==> src/rtl/apb_pkg.sv <==
// Shared APB types.
// Protection attribute type used by APB requesters and bridges.
package apb_pkg;

   typedef logic [2:0] prot_t;

endpackage

==> src/rtl/axi_pkg.sv <==
// Shared AXI types, response codes and helpers.
// resp_is_err flags SLVERR/DECERR for APB pslverr mapping.
package axi_pkg;

   typedef logic [1:0] resp_t;

   localparam resp_t RESP_OKAY   = 2'b00;
   localparam resp_t RESP_EXOKAY = 2'b01;
   localparam resp_t RESP_SLVERR = 2'b10;
   localparam resp_t RESP_DECERR = 2'b11;

   function automatic logic resp_is_err(input resp_t r);
      logic e;
      case (r)
         RESP_OKAY, RESP_EXOKAY: e = 1'b0;
         RESP_SLVERR, RESP_DECERR: e = 1'b1;
         default: e = 1'b0;
      endcase
      return e;
   endfunction

endpackage

==> src/rtl/apb_if.sv <==
// APB bus bundle.
// master drives psel/penable/pwrite/paddr/pprot/pwdata/pstrb; slave drives pready/prdata/pslverr.
interface apb_if #(
   parameter int ADDR_WIDTH = 32,
   parameter int DATA_WIDTH = 32
);
   import apb_pkg::*;

   logic                    psel;
   logic                    penable;
   logic                    pwrite;
   logic [ADDR_WIDTH-1:0]   paddr;
   prot_t                   pprot;
   logic [DATA_WIDTH-1:0]   pwdata;
   logic [DATA_WIDTH/8-1:0] pstrb;
   logic                    pready;
   logic [DATA_WIDTH-1:0]   prdata;
   logic                    pslverr;

   modport master (
      output psel, penable, pwrite, paddr, pprot, pwdata, pstrb,
      input  pready, prdata, pslverr
   );

   modport slave (
      input  psel, penable, pwrite, paddr, pprot, pwdata, pstrb,
      output pready, prdata, pslverr
   );

endinterface

==> src/rtl/axil_if.sv <==
// AXI-Lite bus bundle.
// master drives aw/w/ar valid+payload and b/r ready; slave drives the rest.
interface axil_if #(
   parameter int ADDR_WIDTH = 32,
   parameter int DATA_WIDTH = 32
);
   import apb_pkg::*;
   import axi_pkg::*;

   logic                    aw_valid;
   logic                    aw_ready;
   logic [ADDR_WIDTH-1:0]   aw_addr;
   prot_t                   aw_prot;
   logic                    w_valid;
   logic                    w_ready;
   logic [DATA_WIDTH-1:0]   w_data;
   logic [DATA_WIDTH/8-1:0] w_strb;
   logic                    b_valid;
   logic                    b_ready;
   resp_t                   b_resp;
   logic                    ar_valid;
   logic                    ar_ready;
   logic [ADDR_WIDTH-1:0]   ar_addr;
   prot_t                   ar_prot;
   logic                    r_valid;
   logic                    r_ready;
   logic [DATA_WIDTH-1:0]   r_data;
   resp_t                   r_resp;

   modport master (
      output aw_valid, aw_addr, aw_prot,
      input  aw_ready,
      output w_valid, w_data, w_strb,
      input  w_ready,
      input  b_valid, b_resp,
      output b_ready,
      output ar_valid, ar_addr, ar_prot,
      input  ar_ready,
      input  r_valid, r_data, r_resp,
      output r_ready
   );

   modport slave (
      input  aw_valid, aw_addr, aw_prot,
      output aw_ready,
      input  w_valid, w_data, w_strb,
      output w_ready,
      output b_valid, b_resp,
      input  b_ready,
      input  ar_valid, ar_addr, ar_prot,
      output ar_ready,
      output r_valid, r_data, r_resp,
      input  r_ready
   );

endinterface

==> src/rtl/adam_apb_axil_bridge.sv <==
// APB slave to AXI-Lite master bridge, one transaction at a time, with pause.
// Ports: clk, rst (async high), test, pause_req/pause_ack, apb (slave), axil (master).
module adam_apb_axil_bridge
   import apb_pkg::*;
   import axi_pkg::*;
#(
   parameter int ADDR_WIDTH = 32,
   parameter int DATA_WIDTH = 32
) (
   input  logic   clk,
   input  logic   rst,
   input  logic   test,
   input  logic   pause_req,
   output logic   pause_ack,
   apb_if.slave   apb,
   axil_if.master axil
);

   localparam int STRB_WIDTH = DATA_WIDTH / 8;

   typedef logic [ADDR_WIDTH-1:0] addr_t;
   typedef logic [DATA_WIDTH-1:0] data_t;
   typedef logic [STRB_WIDTH-1:0] strb_t;

   localparam logic [2:0] S_PAUSED  = 3'd0;
   localparam logic [2:0] S_IDLE    = 3'd1;
   localparam logic [2:0] S_WR_REQ  = 3'd2;
   localparam logic [2:0] S_WR_RESP = 3'd3;
   localparam logic [2:0] S_RD_REQ  = 3'd4;
   localparam logic [2:0] S_RD_RESP = 3'd5;
   localparam logic [2:0] S_DONE    = 3'd6;

   logic [2:0] state;

   addr_t addr_q;
   prot_t prot_q;
   data_t wdata_q;
   strb_t strb_q;

   logic  aw_valid_q;
   logic  w_valid_q;
   logic  b_ready_q;
   logic  ar_valid_q;
   logic  r_ready_q;
   logic  pready_q;
   data_t prdata_q;
   logic  pslverr_q;
   logic  pause_ack_q;

   // AW and W complete independently; a channel still pending
   // after this edge keeps its valid high.
   logic aw_pend;
   logic w_pend;

   assign aw_pend = aw_valid_q & ~axil.aw_ready;
   assign w_pend  = w_valid_q & ~axil.w_ready;

   always_ff @(posedge clk or posedge rst) begin
      if (rst) begin
         state       <= S_PAUSED;
         addr_q      <= '0;
         prot_q      <= '0;
         wdata_q     <= '0;
         strb_q      <= '0;
         aw_valid_q  <= 1'b0;
         w_valid_q   <= 1'b0;
         b_ready_q   <= 1'b0;
         ar_valid_q  <= 1'b0;
         r_ready_q   <= 1'b0;
         pready_q    <= 1'b0;
         prdata_q    <= '0;
         pslverr_q   <= 1'b0;
         pause_ack_q <= 1'b1;
      end else begin
         case (state)
            S_PAUSED: begin
               if (!pause_req) begin
                  state       <= S_IDLE;
                  pause_ack_q <= 1'b0;
               end
            end
            S_IDLE: begin
               if (pause_req) begin
                  state       <= S_PAUSED;
                  pause_ack_q <= 1'b1;
               end else if (apb.psel) begin
                  addr_q  <= apb.paddr;
                  prot_q  <= apb.pprot;
                  wdata_q <= apb.pwdata;
                  strb_q  <= apb.pstrb;
                  if (apb.pwrite) begin
                     state      <= S_WR_REQ;
                     aw_valid_q <= 1'b1;
                     w_valid_q  <= 1'b1;
                  end else begin
                     state      <= S_RD_REQ;
                     ar_valid_q <= 1'b1;
                  end
               end
            end
            S_WR_REQ: begin
               aw_valid_q <= aw_pend;
               w_valid_q  <= w_pend;
               if (!aw_pend && !w_pend) begin
                  state     <= S_WR_RESP;
                  b_ready_q <= 1'b1;
               end
            end
            S_WR_RESP: begin
               if (axil.b_valid) begin
                  state     <= S_DONE;
                  b_ready_q <= 1'b0;
                  pready_q  <= 1'b1;
                  prdata_q  <= '0;
                  pslverr_q <= resp_is_err(axil.b_resp);
               end
            end
            S_RD_REQ: begin
               if (axil.ar_ready) begin
                  state      <= S_RD_RESP;
                  ar_valid_q <= 1'b0;
                  r_ready_q  <= 1'b1;
               end
            end
            S_RD_RESP: begin
               if (axil.r_valid) begin
                  state     <= S_DONE;
                  r_ready_q <= 1'b0;
                  pready_q  <= 1'b1;
                  prdata_q  <= axil.r_data;
                  pslverr_q <= resp_is_err(axil.r_resp);
               end
            end
            S_DONE: begin
               pready_q  <= 1'b0;
               prdata_q  <= '0;
               pslverr_q <= 1'b0;
               if (pause_req) begin
                  state       <= S_PAUSED;
                  pause_ack_q <= 1'b1;
               end else begin
                  state <= S_IDLE;
               end
            end
            default: begin
               state       <= S_PAUSED;
               aw_valid_q  <= 1'b0;
               w_valid_q   <= 1'b0;
               b_ready_q   <= 1'b0;
               ar_valid_q  <= 1'b0;
               r_ready_q   <= 1'b0;
               pready_q    <= 1'b0;
               prdata_q    <= '0;
               pslverr_q   <= 1'b0;
               pause_ack_q <= 1'b1;
            end
         endcase
      end
   end

   assign pause_ack = pause_ack_q;

   assign apb.pready  = pready_q;
   assign apb.prdata  = prdata_q;
   assign apb.pslverr = pslverr_q;

   assign axil.aw_valid = aw_valid_q;
   assign axil.aw_addr  = addr_q;
   assign axil.aw_prot  = prot_q;
   assign axil.w_valid  = w_valid_q;
   assign axil.w_data   = wdata_q;
   assign axil.w_strb   = strb_q;
   assign axil.b_ready  = b_ready_q;
   assign axil.ar_valid = ar_valid_q;
   assign axil.ar_addr  = addr_q;
   assign axil.ar_prot  = prot_q;
   assign axil.r_ready  = r_ready_q;

   // penable carries no information here: setup is taken on psel alone.
   logic unused_ok;
   assign unused_ok = ^{test, apb.penable};

endmodule

==> src/flat_wrapper.sv <==
// flat-port wrapper written by rule: the top's interface ports become plain ports
module adam_apb_axil_bridge_flat import apb_pkg::*; import axi_pkg::*;
#(
   parameter int ADDR_WIDTH = 32,
   parameter int DATA_WIDTH = 32
)
  (clk, rst, test, pause_req, pause_ack, apb_psel, apb_penable, apb_pwrite, apb_paddr, apb_pprot, apb_pwdata, apb_pstrb, apb_pready, apb_prdata, apb_pslverr, axil_aw_valid, axil_aw_addr, axil_aw_prot, axil_aw_ready, axil_w_valid, axil_w_data, axil_w_strb, axil_w_ready, axil_b_valid, axil_b_resp, axil_b_ready, axil_ar_valid, axil_ar_addr, axil_ar_prot, axil_ar_ready, axil_r_valid, axil_r_data, axil_r_resp, axil_r_ready);
  apb_if #(.ADDR_WIDTH(ADDR_WIDTH), .DATA_WIDTH(DATA_WIDTH)) apb_i ();
  axil_if #(.ADDR_WIDTH(ADDR_WIDTH), .DATA_WIDTH(DATA_WIDTH)) axil_i ();
  input  logic clk;
  input  logic rst;
  input  logic test;
  input  logic pause_req;
  output logic pause_ack;
  input wire logic [$bits(apb_i.psel)-1:0] apb_psel;
  input wire logic [$bits(apb_i.penable)-1:0] apb_penable;
  input wire logic [$bits(apb_i.pwrite)-1:0] apb_pwrite;
  input wire logic [$bits(apb_i.paddr)-1:0] apb_paddr;
  input wire logic [$bits(apb_i.pprot)-1:0] apb_pprot;
  input wire logic [$bits(apb_i.pwdata)-1:0] apb_pwdata;
  input wire logic [$bits(apb_i.pstrb)-1:0] apb_pstrb;
  output wire logic [$bits(apb_i.pready)-1:0] apb_pready;
  output wire logic [$bits(apb_i.prdata)-1:0] apb_prdata;
  output wire logic [$bits(apb_i.pslverr)-1:0] apb_pslverr;
  output wire logic [$bits(axil_i.aw_valid)-1:0] axil_aw_valid;
  output wire logic [$bits(axil_i.aw_addr)-1:0] axil_aw_addr;
  output wire logic [$bits(axil_i.aw_prot)-1:0] axil_aw_prot;
  input wire logic [$bits(axil_i.aw_ready)-1:0] axil_aw_ready;
  output wire logic [$bits(axil_i.w_valid)-1:0] axil_w_valid;
  output wire logic [$bits(axil_i.w_data)-1:0] axil_w_data;
  output wire logic [$bits(axil_i.w_strb)-1:0] axil_w_strb;
  input wire logic [$bits(axil_i.w_ready)-1:0] axil_w_ready;
  input wire logic [$bits(axil_i.b_valid)-1:0] axil_b_valid;
  input wire logic [$bits(axil_i.b_resp)-1:0] axil_b_resp;
  output wire logic [$bits(axil_i.b_ready)-1:0] axil_b_ready;
  output wire logic [$bits(axil_i.ar_valid)-1:0] axil_ar_valid;
  output wire logic [$bits(axil_i.ar_addr)-1:0] axil_ar_addr;
  output wire logic [$bits(axil_i.ar_prot)-1:0] axil_ar_prot;
  input wire logic [$bits(axil_i.ar_ready)-1:0] axil_ar_ready;
  input wire logic [$bits(axil_i.r_valid)-1:0] axil_r_valid;
  input wire logic [$bits(axil_i.r_data)-1:0] axil_r_data;
  input wire logic [$bits(axil_i.r_resp)-1:0] axil_r_resp;
  output wire logic [$bits(axil_i.r_ready)-1:0] axil_r_ready;
  assign apb_i.psel = apb_psel;
  assign apb_i.penable = apb_penable;
  assign apb_i.pwrite = apb_pwrite;
  assign apb_i.paddr = apb_paddr;
  assign apb_i.pprot = apb_pprot;
  assign apb_i.pwdata = apb_pwdata;
  assign apb_i.pstrb = apb_pstrb;
  assign apb_pready = apb_i.pready;
  assign apb_prdata = apb_i.prdata;
  assign apb_pslverr = apb_i.pslverr;
  assign axil_aw_valid = axil_i.aw_valid;
  assign axil_aw_addr = axil_i.aw_addr;
  assign axil_aw_prot = axil_i.aw_prot;
  assign axil_i.aw_ready = axil_aw_ready;
  assign axil_w_valid = axil_i.w_valid;
  assign axil_w_data = axil_i.w_data;
  assign axil_w_strb = axil_i.w_strb;
  assign axil_i.w_ready = axil_w_ready;
  assign axil_i.b_valid = axil_b_valid;
  assign axil_i.b_resp = axil_b_resp;
  assign axil_b_ready = axil_i.b_ready;
  assign axil_ar_valid = axil_i.ar_valid;
  assign axil_ar_addr = axil_i.ar_addr;
  assign axil_ar_prot = axil_i.ar_prot;
  assign axil_i.ar_ready = axil_ar_ready;
  assign axil_i.r_valid = axil_r_valid;
  assign axil_i.r_data = axil_r_data;
  assign axil_i.r_resp = axil_r_resp;
  assign axil_r_ready = axil_i.r_ready;
  adam_apb_axil_bridge #(.ADDR_WIDTH(ADDR_WIDTH), .DATA_WIDTH(DATA_WIDTH)) u_core (.clk(clk), .rst(rst), .test(test), .pause_req(pause_req), .pause_ack(pause_ack), .apb(apb_i), .axil(axil_i));
endmodule
==> config.mk <==
export PLATFORM = sky130hd
export DESIGN_NAME = adam_apb_axil_bridge_flat
export DESIGN_NICKNAME = d
export VERILOG_FILES = /design/src/rtl/apb_pkg.sv /design/src/rtl/axi_pkg.sv /design/src/rtl/apb_if.sv /design/src/rtl/axil_if.sv /design/src/rtl/adam_apb_axil_bridge.sv /design/src/flat_wrapper.sv
export SDC_FILE = /design/constraint.sdc
export NUM_CORES = 1
export LEC_CHECK = 0
export ABC_AREA = 1
export BUFFER_PORTS_ARGS = -buffer_cell sky130_fd_sc_hd__buf_2
export CORE_ASPECT_RATIO = 0.75
export CORE_UTILIZATION = 50
export CTS_BUF_LIST = sky130_fd_sc_hd__clkbuf_16
export CTS_CLUSTER_SIZE = 25
export DETAILED_ROUTE_END_ITERATION = 8
export GPL_TIMING_DRIVEN = 0
export PLACE_DENSITY = 0.94
export SLEW_MARGIN = 25
export SYNTH_ARGS = -nofsm -noshare
export SYNTH_HDL_FRONTEND = slang
export SYNTH_SLANG_ARGS = --single-unit
==> constraint.sdc <==
create_clock -name clk -period 7.6 [get_ports clk]
set_input_delay 0.76 -clock clk [delete_from_list [all_inputs] [get_ports clk]]
set_output_delay 0.76 -clock clk [all_outputs]
set_load 0.005 [all_outputs]
=== After elaboration in Yosys (flattened, before gate mapping) ===
Cells that the tools add are included.
W data, S select, Z words.

* Bitwise logic cells: 11
* Reductions and logical operators: 25
* Equality and inequality tests: 23
* Multiplexer cells: 40

{| class="wikitable"
|+ Operators with widths
! operator !! number
|-
| $pmux W32 S3 || 1
|-
| $mux W32 || 2
|-
| $mux W3 || 8
|-
| $pmux W1 S3 || 8
|-
| $pmux W3 S7 || 1
|-
| $reduce_or A5 Y1 || 4
|-
| $mux W1 || 18
|-
| $ne A2 B2 Y1 const B || 8
|-
| $reduce_and A3 Y1 || 5
|-
| $reduce_or A2 Y1 || 5
|-
| $eq A3 B3 Y1 const B || 3
|-
| $not A1 Y1 || 9
|-
| $eq A2 B2 Y1 const B || 4
|-
| $reduce_or A4 Y1 || 2
|-
| $eq A3 B2 Y1 const B || 2
|-
| $reduce_and A6 Y1 || 1
|-
| $reduce_and A5 Y1 || 1
|-
| $eq A2 B1 Y1 const B || 2
|-
| $logic_not A2 Y1 || 2
|-
| $ne A2 B1 Y1 const B || 2
|-
| $pmux W1 S2 || 2
|-
| $reduce_and A4 Y1 || 1
|-
| $eq A3 B1 Y1 const B || 1
|-
| $logic_not A3 Y1 || 1
|-
| 4 further kinds || 6
|}

* Register bits after elaboration: 114
* Output and inout bits: 146
* Bits of input ports: 119
* Logic and storage cells: 113

=== Depth between registers and ports, before layout ===
Gate-level depths: netlist of the first run.

* Depth in word-level cells: 6
* Depth in mapped cells: 10
* Mapped depth without buffers: 9

=== Worst setup path after synthesis of the first run ===
Ideal clock, no wire load.

* Kind: in2reg
* From: input pause_req
* To: register u_core.prot_q[0], in the netlist u_core.axil.ar_prot[0]
* Path buffers: 3
* Arrival: 1.527 ns
* Stages: 7
* Required time: 7.483 ns
* Path slack: 5.955 ns
* Library setup time: 0.117 ns
* Cells stage by stage: clkbuf_2 > inv_1 > nand3_4 > buf_6 > buf_6 > nand2_1 > o21ai_2

* Longest elaborated chain between the ends: 2

{| class="wikitable"
|+ Ends and longest elaborated chain
! item !! RTL line !! source
|-
| start: declaration || flat_wrapper.sv:13 || <nowiki>input logic pause_req;</nowiki>
|-
| $not A1 Y1 (no source line) || - ||
|-
| $reduce_and A3 Y1 (no source line) || - ||
|-
| end signal: assignment || adam_apb_axil_bridge.sv:88 || <nowiki>prot_q <= apb.pprot;</nowiki>
|-
| end: declaration || adam_apb_axil_bridge.sv:36 || <nowiki>prot_t prot_q;</nowiki>
|}

Every way passes these cells.
A chain may end at the register's enable or synchronous reset.

=== Final worst setup path of the first run ===
* From: register u_core.addr_q[28], in the netlist u_core.axil.ar_addr[28]
* To: output axil_aw_addr[28]

{| class="wikitable"
|+ RTL lines
! item !! RTL line !! source
|-
| start: declaration || adam_apb_axil_bridge.sv:35 || <nowiki>addr_t addr_q;</nowiki>
|-
| start signal: assignment || adam_apb_axil_bridge.sv:87 || <nowiki>addr_q <= apb.paddr;</nowiki>
|-
| end: declaration || flat_wrapper.sv:26 || <nowiki>output wire logic [$bits(axil_i.aw_addr)-1:0] axil_aw_addr;</nowiki>
|}

No word-level cell between the ends.

==> results of run 1 <==
power by group:
group / switching (W) / leakage (nW) / internal (W)
clock: 0.000270 / 0.273 / 0.000472
sequential: 0.000179 / 1.47 / 0.000868
combinational: 0.000647 / 2.60 / 0.000592
path summary, 6_finish.rpt:
check	startpoint	end	slack [ns]	cells after the start
min reg2reg	u_core.pause_ack$_DFFE_PP1P_	u_core.pause_ack$_DFFE_PP1P_	0.46	2
max in group asynchronous	rst	u_core.axil.w_data[14]$_DFFE_PP0P_	6.58	3
max	u_core.axil.ar_addr[28]$_DFFE_PP0P_	axil_aw_addr[28]	5.75	2
max reg2reg	u_core.state[0]$_DFFE_PP0P_	u_core.apb.prdata[25]$_DFFE_PP0P_	5.84	9
min in group clk	u_core.pause_ack$_DFFE_PP1P_	u_core.pause_ack$_DFFE_PP1P_	0.46	2
min	rst	u_core.axil.w_strb[2]$_DFFE_PP0P_	0.38	2
cells in the final DEF, fill, tap and decap left out, drive strengths merged:
cell,count
a21oi,2
buf,317
bufinv,2
clkbuf,24
clkinv,10
clkinvlp,1
dfrtp,113
dfstp,1
fa,2
inv,93
nand2,183
nand3,22
nand4,1
nor2,18
o21ai,111
synth_stat cells:
cell type  number
nand2_4         1
o21ai_0        20
inv_2           2
fa_1            2
clkbuf_2        1
inv_1          89
nand3_4         1
a21oi_1         2
nand4_2         1
nor2_4          1
clkbuf_1        6
buf_4          39
o21ai_1        81
nand3_2         2
o21ai_2        10
nor2_1         17
nand2_1       182
buf_6          14
dfrtp_1       113
dfstp_2         1
inv_4           1
buf_2           4
nand3_1        19
layer usage:
metal | vias up | GRT usage
met2 | 239 | 0.470
met5 | - | 0
li1 | 2400 | -
met1 | 2296 | 0.330
met3 | 30 | 0.0739
met4 | 0 | 0.0998
final cells by class:
cell class	instances	area, um^2
timing repair buffer	260	1320
buffer	64	498
sequential	114	2850
clock buffer	17	425
inverter	92	353
tap	136	170
clock inverter	14	124
fill	778	2940
multi-input combinational	339	1560
stage by stage:
step                hold WS (ns)  total power, W   util  setup slack, ns  instance area [um^2]
CTS                        0.405         0.00304  0.713             5.74                  7310
detailed placement         0.460         0.00228  0.659             5.65                  6760
global route               0.423         0.00323  0.713             5.67                  7310
global placement           0.452         0.00222  0.656             2.62                  6720
floorplan                  0.453         0.00173      -             3.83                  5260
finish                     0.382         0.00303  0.713             5.75                  7310
logic make-up after synthesis:
| family | count (synthesis) | share of synthesized area |
|---|---|---|
| flops | 114 | 0.543 |
| fa+ha+maj | 2 | 0.00762 |
| compound gates | 113 | 0.115 |
| buf+inv | 156 | 0.161 |
| simple gates | 224 | 0.174 |
critical path: cells and delay by family, from the launching register on:
kind	cells	cell delay (ns)
buffers and inverters	2	0.27
flip-flops	1	0.42
registers in the layout, indices dropped and copies added (netlist names):
register	count
u_core.apb.prdata	32
u_core.apb.pready	1
u_core.apb.pslverr	1
u_core.axil.ar_addr	32
u_core.axil.ar_prot	3
u_core.axil.ar_valid	1
u_core.axil.aw_valid	1
u_core.axil.b_ready	1
u_core.axil.r_ready	1
u_core.axil.w_data	32
u_core.axil.w_strb	4
u_core.axil.w_valid	1
u_core.pause_ack	1
u_core.state	3
==> run metrics, run 1 <==
status finished clean; routed wl met2 7.18 mm; GRT Util Overall 0.274; LEAKAGE 4.35 nW; post-CTS sizing 0; Ant. Diodes 0; I/O Buffers between 200 and 300; HP Class input pin to async pin; CTS HTree Levels 4; Peak VDD IR 201 uV; Crit path largest cell delay between 0.4 and 0.5 ns; setup violators final 0; Final ANT Viol Nets 0; CTS tree built; initial antenna violation count 0; clk root buf clkbuf_16; I/O Pins 265; CP cell instances buf_4 > buf_2; placed cells 1,005; layout cells sized above 1 0.406; Worst setup EP type output port; die height 90.8 um; #FFs+latches synth 114; Synth cell types 23; Pre-antenna DRT Iters 5; max-cap viol count 0; Data arrival, critical path around 1.1 ns; Synth Cell Area 5260 um^2; uppermost layer routed met4; setup TNS 0 ns; cts bufs inserted 17; Initial DRC Count 250; Relative slew margins 0.654; clock sink count 114; Layout Cells excl Fill 1,036; Tcrit/Tclk final 0.243; final slew viol count 0; Data required, critical path 6.84 ns; CTS max path bufs 2; Fmax 541 MHz; Clock transition at path regs approximately 0.050 ns; CTS hold repair buffers 0; Vias/cell 4.79; PwrDens just over 400 nW/um^2; core area approximately 10,000 um^2; Routed wire per std cell between 10 and 15 um; Final HPWL DP roughly 11 mm; Rows 32; Die Span X 120 um; clk_lat worst skew 0.40 ns; crit-path max FO 3; Yosys top cell by area dfrtp_1; synthesized area per cell 8.63 um^2; Layout Nets 1,009; RSZ-0062 raised after global routing false; CP startpoint kind register; Area contributors post-synth dfrtp_1 (54%), nand2_1 (13%), o21ai_1 (7.7%), inv_1 (6.4%), buf_4 (5.6%); Final Skew 0.00936 ns; # Post-CTS Setup Buffers 0; met1 wire length approximately 6.0 mm; Routed WL 14.6 mm; largest net degree at the start of global routing 62; routability cong. about 0.89; Min Clock Period, post-route 1.85 ns; synth warn 0; Crit Path Category register to output port; Worst path slowest cell dfrtp_1; Die Footprint 10,900 um^2; Area Overhead vs Synth 39.0%; Final Hold Fails 0; first-pass GRT wire length 23.1 mm; vias post-DR 4,965; grt total ovfl 0; Starting Density 0.513; number of global-route vias before repair 4,720; sequential share of the synthesized area 0.543; Post-Syn Instances 609; syn nets 730; worst slew pin tran 0.520 ns; WL met3 1.05 mm; Synth top area share 0.538; # DRC 0
(Power assumes the default switching activity.)
==> run 2: changes to the inputs <==
--- a/config.mk
+++ b/config.mk
@@ -5,15 +5,15 @@
 export SDC_FILE = /design/constraint.sdc
 export NUM_CORES = 1
 export LEC_CHECK = 0
-export ABC_AREA = 1
+export ABC_AREA = 0
 export BUFFER_PORTS_ARGS = -buffer_cell sky130_fd_sc_hd__buf_2
 export CORE_ASPECT_RATIO = 0.75
-export CORE_UTILIZATION = 50
+export CORE_UTILIZATION = 41
 export CTS_BUF_LIST = sky130_fd_sc_hd__clkbuf_16
 export CTS_CLUSTER_SIZE = 25
 export DETAILED_ROUTE_END_ITERATION = 8
 export GPL_TIMING_DRIVEN = 0
-export PLACE_DENSITY = 0.94
+export PLACE_DENSITY = 0.83
 export SLEW_MARGIN = 25
 export SYNTH_ARGS = -nofsm -noshare
 export SYNTH_HDL_FRONTEND = slang
==> constraint.sdc (replaced) <==
create_clock -name clk -period 1.65 [get_ports clk]
set_input_delay 0.165 -clock clk [delete_from_list [all_inputs] [get_ports clk]]
set_output_delay 0.165 -clock clk [all_outputs]
set_load 0.005 [all_outputs]
==> run metrics, run 2 <==
status complete, but fails checks; failing checks negative setup slack; cts bufs inserted 17; vias post-DR between 4,000 and 5,000; clk root buf clkbuf_16; initial antenna violation count 0; Die Span X 132 um; asr flop ratio synth 1.00; number of global-route vias before repair 4,722; setup violators final 67; Min Clock Period, post-route 1.71 ns; worst slew pin tran approximately 0.54 ns; setup ws final -0.0604 ns; Peak VDD IR 942 uV; Vias/cell 4.88; Data arrival, critical path ~2 ns; Layout Cells excl Fill around 930; PwrDens 1810 nW/um^2; CP cell instances buf_6 > nor3b_4 > buf_6 > nand2_8 > buf_12 > buf_12 > mux2_4; layout cells sized above 1 0.615; Area Overhead vs Synth 61.0%; crit-path max FO 6; most common cell after layout, fill and taps aside buf_2; Rows 35; commonest cells after routing, fill and taps aside buf_2 (263), dfrtp_1 (110), mux2_2 (60), dlygate4sd3_1 (60), buf_4 (50); Area contributors post-synth dfrtp_1 (54%), mux2_2 (13%), a21bo_1 (5.7%), buf_4 (5.3%), nand4_1 (3.8%); Routed wire per std cell 18.0 um; Tcrit/Tclk final 1.04; Data required, critical path 1.94 ns; HP Class input pin to register; Relative slew margins 0.641; clock sink count between 100 and 150; hold path depth 2; Pre-antenna DRT Iters 4; Starting Density 0.424; Worst path slowest cell dfrtp_2; CTS max path bufs 2; Routed WL between 15 and 20 mm; GRT Util Overall 0.245; Power Total 0.0152 W; Crit Path Category register to register; Clock transition at path regs roughly 0.060 ns; Final HPWL DP 10.4 mm; core area 12,300 um^2; CTS tree built; die height 99.9 um; Layout Nets 870; I/O Buffers 259; Fmax 585 MHz; sequential share of the synthesized area 0.545; first-pass GRT wire length around 25 mm; R2R cell count 7; CTS HTree Levels 4; top-count cell post-synth dfrtp_1; max-cap viol count 0; Worst setup EP type register; Crit path largest cell delay 0.41 ns; Synth cell types 47; fin util 0.683; most frequent cells after synthesis dfrtp_1 (113), mux2_2 (62), buf_4 (37), nand4_1 (32), a21bo_1 (30); # DRC 0; Die Footprint 13,200 um^2; Final ANT Viol Nets 0; grt total ovfl 0; #FFs+latches synth approximately 110; synthesized area per cell 13.5 um^2; placed cells 817; EDFF count, synth 0; clk_lat worst skew 0.40 ns; Yosys top cell by area dfrtp_1; Synth Cell Area 5240 um^2; Synth top area share 0.540; final slew viol count 0; Post-Syn Instances 389; syn nets 510; top_reg_cell synth dfrtp_1; Ant. Diodes 0; LEAKAGE 4.64 nW; Final Hold Fails 0; I/O Pins roughly 270; synth warn 0; Initial DRC Count 192; CP startpoint kind register; Final Skew between 0.007 and 0.008 ns; routability cong. 0.934; largest net degree at the start of global routing 35; RSZ-0062 raised after global routing true; fillers 893; setup slack at placement -0.299 ns
-- run 2: cell types whose count changed in the layout (fill, tap and decap cells not counted), moves of 10 or more --
cell,delta
o21ai_1,-80
o21ai_2,-10
mux2_2,+60
nand2_1,-178
nand4_1,+32
nor2_1,-15
buf_4,+11
o21ai_0,-14
inv_1,-82
mux2_4,+12
dlygate4sd3_1,+60
a21bo_1,+30
nand3_1,-18
-- run 2: worst max-delay path: cells and delay by family (launching register included) --
| kind | cells | cell delay [ns] |
|---|---|---|
| and+or+nand+nor | 2 | 0.27 |
| muxes | 1 | 0.31 |
| DFF | 1 | 0.41 |
| buffers and inverters | 4 | 0.60 |
-- run 2: cell families (layout without fill, tap and decap cells) --
logic type | Yosys count | after routing | synth area share
flip-flops | 114 | 114 | 0.545
AND/OR/NAND/NOR | 65 | 66 | 0.0827
multiplexers | 75 | 75 | 0.168
adder cells (fa/ha/maj) | 2 | 2 | 0.00765
AO/OA/AOI/OAI | 63 | 63 | 0.0994
buffers and inverters | 70 | 442 | 0.0973
-- run 2: final cells by class --
class | count | area (um^2) | share of cell area
buffer | 60 | 553 | 0.0656
clock buffer | 17 | 425 | 0.0505
clock inverter | 15 | 160 | 0.0190
inverter | 8 | 36.3 | 0.00430
multi-input combinational | 206 | 1940 | 0.230
sequential | 114 | 2860 | 0.339
tap | 166 | 208 | 0.0246
timing repair buffer | 342 | 2250 | 0.267
-- run 2: worst paths after layout --
path	from	endpoint	slack, ns
worst max register to register	u_core.state[1]$_DFFE_PP0P_	u_core.axil.ar_addr[9]$_DFFE_PP0P_	-0.06
worst max-delay path	u_core.state[1]$_DFFE_PP0P_	u_core.axil.ar_addr[9]$_DFFE_PP0P_	-0.06
max in group asynchronous	rst	u_core.apb.prdata[0]$_DFFE_PP0P_	0.50
worst min-delay path	apb_pstrb[3]	u_core.axil.w_strb[3]$_DFFE_PP0P_	0.01
min in group asynchronous	rst	u_core.axil.ar_addr[30]$_DFFE_PP0P_	0.36
worst min register to register	u_core.apb.prdata[19]$_DFFE_PP0P_	u_core.apb.prdata[19]$_DFFE_PP0P_	0.47
-- run 2: repair_timing --
item	CTS	global route
buffers inserted	9	5
gates cloned	3	4
gates resized for setup	27	23
hold endpoints to repair	72	5
setup endpoints to repair	103	84
pin swaps	5	7
hold buffers	55	5
-- run 2: layer usage --
metal  GRT usage  vias up  share of wire
met5           0        -              0
met1       0.293     2261           0.41
met4      0.0645        0          0.010
li1            -     2079              -
met3      0.0626       12          0.050
met2       0.443      175           0.53
-- run 2: report_power, final --
group / internal, W / leakage, nW / switching [W]
clock: 0.00224 / 0.278 / 0.00141
sequential: 0.00406 / 1.43 / 0.000908
combinational: 0.00386 / 2.93 / 0.00277
total: 0.0102 / 4.64 / 0.00509
-- run 2: through the flow --
step | setup TNS, ns | hold slack [ns] | cell area [um^2]
global placement | -69.54 | 0.397 | 6740
CTS | -0.133 | 0.000798 | 8180
finish | -1.57 | 0.0138 | 8430
floorplan | 0 | 0.314 | 5240
global route | -6.46 | -0.000636 | 8430
detailed placement | -9.75 | 0.240 | 6800
==> run 3: changes to the inputs <==
--- a/config.mk
+++ b/config.mk
@@ -5,15 +5,15 @@
 export SDC_FILE = /design/constraint.sdc
 export NUM_CORES = 1
 export LEC_CHECK = 0
-export ABC_AREA = 0
+export ABC_AREA = 1
 export BUFFER_PORTS_ARGS = -buffer_cell sky130_fd_sc_hd__buf_2
 export CORE_ASPECT_RATIO = 0.75
-export CORE_UTILIZATION = 41
+export CORE_UTILIZATION = 42
 export CTS_BUF_LIST = sky130_fd_sc_hd__clkbuf_16
 export CTS_CLUSTER_SIZE = 25
 export DETAILED_ROUTE_END_ITERATION = 8
 export GPL_TIMING_DRIVEN = 0
-export PLACE_DENSITY = 0.83
+export PLACE_DENSITY = 0.85
 export SLEW_MARGIN = 25
 export SYNTH_ARGS = -nofsm -noshare
 export SYNTH_HDL_FRONTEND = slang
==> run metrics, run 3 (synthesized netlist as in run 1, its figures left out) <==
Final Hold Fails 0; CTS max path bufs 2; CTS tree built; die height 98.9 um; setup violators final 0; Relative slew margins 0.688; Data arrival, critical path 1.90 ns; layout cells sized above 1 0.416; # DRC 0; Die Footprint 13,000 um^2; max-cap viol count 0; Initial DRC Count 316; Fmax 637 MHz; I/O Buffers around 260; clk_lat worst skew 0.40 ns; CP startpoint kind register; HP Class input pin to register; Worst setup EP type register; Starting Density 0.441; Final Skew 0.0104 ns; Min Clock Period, post-route 1.57 ns; initial antenna violation count 0; Final ANT Viol Nets 0; Clock transition at path regs 0.06 ns; CTS HTree Levels 4; Area Overhead vs Synth 55.1%; routability cong. 0.914; clk root buf clkbuf_16; status finished clean; Routed wire per std cell 14.6 um; Routed WL 16.5 mm; GRT Util Overall 0.256; Hold WS 0.0129 ns; setup ws final 0.0798 ns; fin util 0.684; Ant. Diodes 0; core area between 10,000 and 15,000 um^2; Data required, critical path between 1.5 and 2 ns; number of global-route vias before repair 5,263; clock sink count ~110; setup slack at placement -0.143 ns; PwrDens 1810 nW/um^2; reg2reg setup slack 0.08 ns; Pre-antenna DRT Iters 7; grt total ovfl 0; Sequential Area 2860 um^2; Peak VDD IR 979 uV; Tcrit/Tclk final 0.952; worst slew pin tran ~0.47 ns; I/O Pins around 270; Crit Path Category register to register; Final HPWL DP 11.0 mm; commonest cells after routing, fill and taps aside buf_2 (263), nand2_1 (178), dfrtp_1 (112), inv_1 (88), o21ai_1 (79); crit-path max FO 7; fillers 938; cts bufs inserted 17; multi-input logic area 1600 um^2; final slew viol count 0; largest net degree at the start of global routing 31; Layout Nets 1,077; Rows 34; first-pass GRT wire length ~26 mm; Vias/cell 4.70; LEAKAGE 4.70 nW; most common cell after layout, fill and taps aside buf_2; vias post-DR 5,319; Die Span X 131 um
-- run 3: path summary, 6_finish.rpt --
| check | cells past startpoint | start | endpoint |
|---|---|---|---|
| max reg2reg | 8 | u_core.state[0]$_DFFE_PP0P_ | u_core.state[1]$_DFFE_PP0P_ |
| min reg2reg | 2 | u_core.pause_ack$_DFFE_PP1P_ | u_core.pause_ack$_DFFE_PP1P_ |
| min in group asynchronous | 3 | rst | u_core.apb.prdata[25]$_DFFE_PP0P_ |
| max | 8 | u_core.state[0]$_DFFE_PP0P_ | u_core.state[1]$_DFFE_PP0P_ |
| max in group asynchronous | 5 | rst | u_core.pause_ack$_DFFE_PP1P_ |
| min | 3 | apb_paddr[2] | u_core.axil.ar_addr[2]$_DFFE_PP0P_ |
-- run 3: repair_timing --
action                                  CTS  global route
buffers inserted                          4             8
hold buffers                             52             0
resized for setup                         4            22
gates cloned                              0             1
pin swaps                                 2             2
endpoints found under the setup margin  102           106
endpoints found under the hold margin    63             0
-- run 3: layout make-up --
type	count	area share
clock inverters	15	0.0213
inverters	92	0.0434
plain buffers	64	0.0640
well taps	162	0.0249
multi-input cells	339	0.196
repair buffers	328	0.248
clock buffers	17	0.0522
flip-flops and latches	114	0.350
-- run 3: layer usage --
layer,GRT usage,vias up,wire [um]
met5,0,-,0
met4,0.121,0,519
met3,0.0658,43,1340
met2,0.437,302,8050
met1,0.303,2433,6560
li1,-,2541,-
-- run 3: worst max-delay path, cell delays in order, from the launching register on --
cell,delay (ns)
dfrtp_1,0.42
buf_6,0.16
nor2_1,0.28
nand3_1,0.21
nand2_1,0.19
nor2_1,0.05
nand2_1,0.08
nand2_1,0.05
nand2_1,0.06
-- run 3: power by group --
group          total (W)  internal, W  switching, W
combinational    0.00621      0.00306       0.00314
clock            0.00370      0.00227       0.00143
sequential       0.00485      0.00400      0.000851
total             0.0148      0.00933       0.00542
-- run 3: through the flow --
| step | instance area, um^2 | instances | setup TNS [ns] | total power, W |
|---|---|---|---|---|
| floorplan | 5260 | 609 | 0 | 0.00798 |
| global placement | 6760 | 1030 | -70.59 | 0.0103 |
| detailed placement | 6850 | 1034 | -3.39 | 0.0105 |
| CTS | 8010 | 1122 | 0 | 0.0144 |
| global route | 8150 | 1131 | -0.0213 | 0.0157 |
| finish | 8150 | 1131 | 0 | 0.0148 |
